$ cat src/rtl/ula_pkg.sv
// ula_pkg: shared definitions for the ULA and its two-port arbiter.
//   ULA_WIDTH  default operand/result width in bits
//   ula_op_e   2-bit ALU operation encoding (ULA_ADD, ULA_SUB, ULA_AND, ULA_OR)
package ula_pkg;

  localparam int ULA_WIDTH = 32;

  typedef enum logic [1:0] {
    ULA_ADD = 2'b00,
    ULA_SUB = 2'b01,
    ULA_AND = 2'b10,
    ULA_OR  = 2'b11
  } ula_op_e;

endpackage

$ cat src/rtl/ula.sv
// ula: purely combinational ALU shared by the arbiter.
// Ports:
//   a, b    operands (WIDTH bits)
//   ctrl    operation select, encoded as ula_op_e
//   result  operation result, ADD/SUB wrap modulo 2^WIDTH
//   zero    high when result is all zeros
module ula
  import ula_pkg::*;
#(
  parameter int WIDTH = ULA_WIDTH
) (
  input  logic [WIDTH-1:0] a,
  input  logic [WIDTH-1:0] b,
  input  logic [1:0]       ctrl,
  output logic [WIDTH-1:0] result,
  output logic             zero
);

  always_comb begin
    result = '0;
    case (ula_op_e'(ctrl))
      ULA_ADD: result = a + b;
      ULA_SUB: result = a - b;
      ULA_AND: result = a & b;
      ULA_OR:  result = a | b;
      default: result = '0;
    endcase
  end

  assign zero = (result == '0);

endmodule

$ cat src/rtl/ula_arbiter.sv
// ula_arbiter: two requesters share one ula instance; at most one operation is
// accepted per cycle and its result is held in that requester's response slot.
// Ports:
//   clk, rst_n                    clock, asynchronous active-low reset
//   reqN_valid/ready/a/b/ctrl     request channel for requester N (N = 0, 1)
//   rspN_valid/ready/result/zero  response slot for requester N
// Build option:
//   ULA_ARB_RR_EN  defined   -> round-robin on conflict (last_grant pointer)
//                  undefined -> fixed priority, port 0 wins every conflict
module ula_arbiter
  import ula_pkg::*;
#(
  parameter int WIDTH = ULA_WIDTH
) (
  input  logic             clk,
  input  logic             rst_n,
  input  logic             req0_valid,
  output logic             req0_ready,
  input  logic [WIDTH-1:0] req0_a,
  input  logic [WIDTH-1:0] req0_b,
  input  logic [1:0]       req0_ctrl,
  input  logic             req1_valid,
  output logic             req1_ready,
  input  logic [WIDTH-1:0] req1_a,
  input  logic [WIDTH-1:0] req1_b,
  input  logic [1:0]       req1_ctrl,
  output logic             rsp0_valid,
  input  logic             rsp0_ready,
  output logic [WIDTH-1:0] rsp0_result,
  output logic             rsp0_zero,
  output logic             rsp1_valid,
  input  logic             rsp1_ready,
  output logic [WIDTH-1:0] rsp1_result,
  output logic             rsp1_zero
);

  logic             elig0, elig1;
  logic             grant0, grant1;
  logic             port0_wins;
  logic [WIDTH-1:0] alu_a, alu_b;
  logic [1:0]       alu_ctrl;
  logic [WIDTH-1:0] alu_result;
  logic             alu_zero;

  // A port may be accepted if its slot is free or is being emptied this cycle,
  // so a consumer that keeps rspN_ready high sees one result per cycle.
  assign elig0 = req0_valid & (~rsp0_valid | rsp0_ready);
  assign elig1 = req1_valid & (~rsp1_valid | rsp1_ready);

`ifdef ULA_ARB_RR_EN
  logic last_grant;

  // Port 0 wins a conflict whenever port 1 was the most recent acceptance;
  // the reset value of 1 hands the first conflict to port 0.
  assign port0_wins = last_grant;

  always_ff @(posedge clk or negedge rst_n) begin
    if (!rst_n) begin
      last_grant <= 1'b1;
    end else if (grant0 | grant1) begin
      last_grant <= grant1;
    end
  end
`else
  assign port0_wins = 1'b1;
`endif

  // rst_n gates the grants so ready is low throughout reset.
  assign grant0 = rst_n & elig0 & (~elig1 | port0_wins);
  assign grant1 = rst_n & elig1 & ~grant0;

  assign req0_ready = grant0;
  assign req1_ready = grant1;

  assign alu_a    = grant1 ? req1_a    : req0_a;
  assign alu_b    = grant1 ? req1_b    : req0_b;
  assign alu_ctrl = grant1 ? req1_ctrl : req0_ctrl;

  ula #(.WIDTH(WIDTH)) u_ula (
    .a      (alu_a),
    .b      (alu_b),
    .ctrl   (alu_ctrl),
    .result (alu_result),
    .zero   (alu_zero)
  );

  // A slot reloads on its own grant (valid stays high even if drained in the
  // same cycle); otherwise it only empties on rspN_ready and the data holds.
  always_ff @(posedge clk or negedge rst_n) begin
    if (!rst_n) begin
      rsp0_valid  <= 1'b0;
      rsp0_result <= '0;
      rsp0_zero   <= 1'b0;
      rsp1_valid  <= 1'b0;
      rsp1_result <= '0;
      rsp1_zero   <= 1'b0;
    end else begin
      if (grant0) begin
        rsp0_valid  <= 1'b1;
        rsp0_result <= alu_result;
        rsp0_zero   <= alu_zero;
      end else if (rsp0_ready) begin
        rsp0_valid  <= 1'b0;
      end
      if (grant1) begin
        rsp1_valid  <= 1'b1;
        rsp1_result <= alu_result;
        rsp1_zero   <= alu_zero;
      end else if (rsp1_ready) begin
        rsp1_valid  <= 1'b0;
      end
    end
  end

endmodule

$ cat config.mk
export PLATFORM = sky130hd
export DESIGN_NAME = ula_arbiter
export DESIGN_NICKNAME = d
export VERILOG_FILES = /design/src/rtl/ula_pkg.sv /design/src/rtl/ula.sv /design/src/rtl/ula_arbiter.sv
export SDC_FILE = /design/constraint.sdc
export NUM_CORES = 1
export LEC_CHECK = 0
export BUFFER_PORTS_ARGS = -buffer_cell sky130_fd_sc_hd__buf_2
export CAP_MARGIN = 20
export CELL_PAD_IN_SITES_DETAIL_PLACEMENT = 1
export CELL_PAD_IN_SITES_GLOBAL_PLACEMENT = 2
export CORE_MARGIN = 2
export CORE_UTILIZATION = 32
export DETAILED_ROUTE_END_ITERATION = 6
export PLACE_DENSITY_LB_ADDON = 0.25
export SYNTH_ARGS = -nofsm -noshare
export SYNTH_HDL_FRONTEND = slang
export SYNTH_HIERARCHICAL = 1
export SYNTH_SLANG_ARGS = --single-unit
$ cat constraint.sdc
create_clock -name clk -period 6.9 [get_ports clk]
set_input_delay 1.38 -clock clk [delete_from_list [all_inputs] [get_ports clk]]
set_output_delay 1.38 -clock clk [all_outputs]
set_load 0.05 [all_outputs]
==> impl_metrics.py <==
metrics = {
    "detailed_routing": {
        "vias_per_cell": 5.22,
        "drc_errors": 0,
        "vias": 7045,
        "first_iter_violations": 297,
        "routed_wl_um": 25300,
        "post_drt_wl_per_cell_um": 18.8,
        "drtAntennaViolNets": 0,
        "dr.pass1.iters": 4,
    },
    "die": {
        "num_rows": 55,
        "die_width_um": 155,
        "initial_core_util_pct": 32.5,
        "dieHeight_um": 155,
        "die_area_mm2": 0.0241,
        "pin_count": 208,
        "core_mm2": 0.0225,
    },
    "clocking": {
        "cts_tree": "built",
        "clk_pin_slew_ps": 60,
        "cts_root_buf": "clkbuf_16",
        "clock_sinks": 68,
        "htree_levels": 3,
        "clk_latency_ps": 330,
        "ctsLongestPathBuffers": 2,
        "numCtsBuffers": 9,
    },
    "timing": {
        "fmax_mhz": 150,
        "setup_violations": 0,
        "holdWs_ps": 497,
        "rsz0062_at_grt": "no",
        "relSlewSlack_pct": 42.7,
        "tns_ps": 0,
        "clock_skew_ps": 3.79,
        "period_share_pct": 96.8,
        "hold_viol": 0,
        "tightest_slew_ps": 859,
        "final-max-slew-violation-count": 0,
        "post-route-min-period_ps": 6680,
    },
    "worst_setup_path": {
        "critical_path_class": "in2reg",
        "required_ps": 7170,
        "cp_slowest_stage_delay_ps": 540,
        "worstPathMaxFanout": 11,
        "crit_slowest_cell": "or4_4",
        "critPathBufInv": 5,
        "start_kind": "input pin",
        "arrival_ps": 6960,
        "crit_family": "simple AND/OR/NAND/NOR gates",
        "endpoint_kind": "flip-flop",
    },
    "global_routing": {
        "grt_max_degree": 69,
        "grtUsageTotal_pct": 21.1,
        "grt_pass1_wl_um": 40400,
        "grt-ovfl-total": 0,
        "antenna_found_initial": 0,
        "grt_pass1_vias": 7521,
    },
    "worst_hold_path": {
        "hold_path.class": "reg2reg",
    },
    "placement": {
        "routabilityCongestion": 0.877,
        "io_buffers": 207,
        "hpwl_um": 20700,
    },
    "yosys": {
        "synth_edf_count": 0,
        "synth_area_mm2": 0.00731,
        "synth_top_area_cell": "dfrtp_1",
        "yosys_warnings": 6,
        "yosysUniqueCellTypes": 78,
        "synth.yosys.seq_area_share_pct": 23.3,
        "ys_ff_latch": 68,
        "synth_async_sr_flop_share_pct": 100,
        "synthCells": 752,
        "synthFlopType": "dfrtp_1",
        "synth_top_area_share_pct": 23.3,
        "synth_area_leaders": "dfrtp_1 (23%), mux2_4 (18%), mux2_2 (6.9%)",
        "syn_nets": 925,
        "synth.avg_cell_area_um2": 9.72,
    },
    "flow_run": {
        "drv_cap": 0,
    },
    "layout": {
        "final_core_util_pct": 43.7,
        "drive_above_1_share_pct": 49.0,
        "insertedDiodeCount": 0,
        "n_fill_cell": 2724,
        "area_delta_synth_final_pct": 34.5,
        "final_nets": 1234,
    },
    "power": {
        "ir_worst_vdd_uv": 222,
        "p_leak_uw": 0.00479,
        "power-per-cell-area_mw_per_mm2": 325,
    },
    "run_status": {
        "status": "completed",
    },
}
flip-flops by register name (all words and copies together) (netlist names):
name / count
rsp0_result: 32
rsp0_valid: 1
rsp0_zero: 1
rsp1_result: 32
rsp1_valid: 1
rsp1_zero: 1
worst paths after layout:
check	from	end	slack (ps)	depth (start not counted)
max in group asynchronous	rst_n	rsp1_result[25]	4920	3
setup / recovery	rst_n	rsp1_zero	220	25
setup reg to reg	rsp0_valid	rsp1_zero	1000	24
hold reg to reg	rsp1_result[2]	rsp1_result[2]	500	1
hold / removal	rsp1_result[2]	rsp1_result[2]	500	1
min in group asynchronous	rst_n	rsp1_valid	1420	3
layout by cell type, fill, tap and decap left out, types with 4 or more instances in the layout:
master,instances
a21o_1,11
or3_1,6
nand3_1,8
mux2_4,88
a31oi_1,5
clkbuf_16,9
ha_1,34
nand2_1,60
mux2_2,45
a211oi_2,4
xnor2_1,25
nor4_1,9
nand4_1,9
o21bai_1,6
o31a_1,6
buf_4,130
o21ai_0,35
nor2b_1,4
o31ai_1,11
dfrtp_1,68
buf_2,207
o211ai_1,5
nor2_1,44
a21oi_1,44
inv_1,15
xor2_1,20
nor3_1,19
nand2b_1,6
o21a_1,7
o2111a_1,4
maj3_1,20
a211oi_1,9
cells in the mapped netlist (3+ instances only):
cell type / number
maj3_1: 20
nor3_1: 19
a211oi_1: 13
or3_1: 6
a21o_1: 11
nand2_1: 60
mux2_2: 45
dfrtp_1: 68
o21a_1: 7
o21ai_0: 36
and4_1: 3
o211a_1: 3
o31ai_1: 13
o41ai_1: 3
o21bai_1: 6
nand3_1: 8
buf_2: 7
nand2b_1: 6
a21boi_0: 3
nor2_1: 46
mux2_4: 88
o211ai_1: 5
ha_1: 34
nor4_1: 12
xnor2_1: 25
a21oi_1: 47
nand4_1: 9
o31a_1: 6
inv_1: 15
and2_1: 3
a211o_1: 3
buf_12: 9
nor2b_1: 4
a31oi_1: 5
o2111a_1: 4
xor2_1: 20
clkbuf_1: 21
or4_1: 3
o22ai_1: 3
cells by family after synthesis:
group | synth area share, %
flops | 23.3
buf+inv | 5.12
simple gates | 13.9
mux | 25.3
xor+xnor | 5.39
fa+ha+maj | 8.83
compound gates | 18.2
layer usage:
layer  routed length [µm]  GRT usage, %
met5                    0             0
met4                  580          5.20
met3                  821          2.31
met2                13400          40.2
met1                10500          25.2
power by group:
part           internal, µW  leakage (µW)  switching [µW]
clock network           333      0.000158             168
logic                   753       0.00382            1290
registers               563      0.000809            84.4
total                  1650       0.00479            1550
through the flow:
stage / setup WS, ps / std cells / total power [µW] / area, µm²
2_1_floorplan: 1.19 / 752 / 2030 / 7310
3_3_place_gp: -405 / 1335 / 2670 / 9400
3_5_place_dp: -504 / 1335 / 2690 / 9400
4_1_cts: 38.4 / 1350 / 3210 / 9740
5_1_grt: 3.60 / 1350 / 3390 / 9830
6_report: 218 / 1350 / 3200 / 9830
final cells by class:
class | instances | area, µm² | share of cell area [%]
multi-input cells | 628 | 5360 | 54.5
clock inverters | 4 | 72.6 | 0.738
inverters | 16 | 60.1 | 0.611
repair buffers | 338 | 2030 | 20.7
well taps | 285 | 357 | 3.63
clock buffers | 11 | 253 | 2.57
flip-flops and latches | 68 | 1700 | 17.3
worst register-to-register path, cell delays in order, from the launching register on:
cell and delay [ps]:
dfrtp_1 380, nor2b_4 140, o2111ai_4 250, buf_12 190
mux2_4 320, or4_4 540, or4_4 430, buf_4 160
nor4_4 190, buf_4 190, nand3b_2 160, buf_4 190
nand2_1 100, xor2_1 170, ha_1 300, nand2_1 170
o21ai_0 120, a221o_1 350, nor3_1 220, a21o_1 190
xor2_1 160, a21oi_1 100, a2111o_1 410, nor4_2 250
mux2_2 200
timing repair:
item,4_1_cts,5_1_grt
gates cloned,0,0
pin swaps,0,3
setup buffers,0,0
hold buffers,0,0
endpoints found under the setup margin,2,4
gates resized for setup,4,20
(Power assumes the default switching activity.)
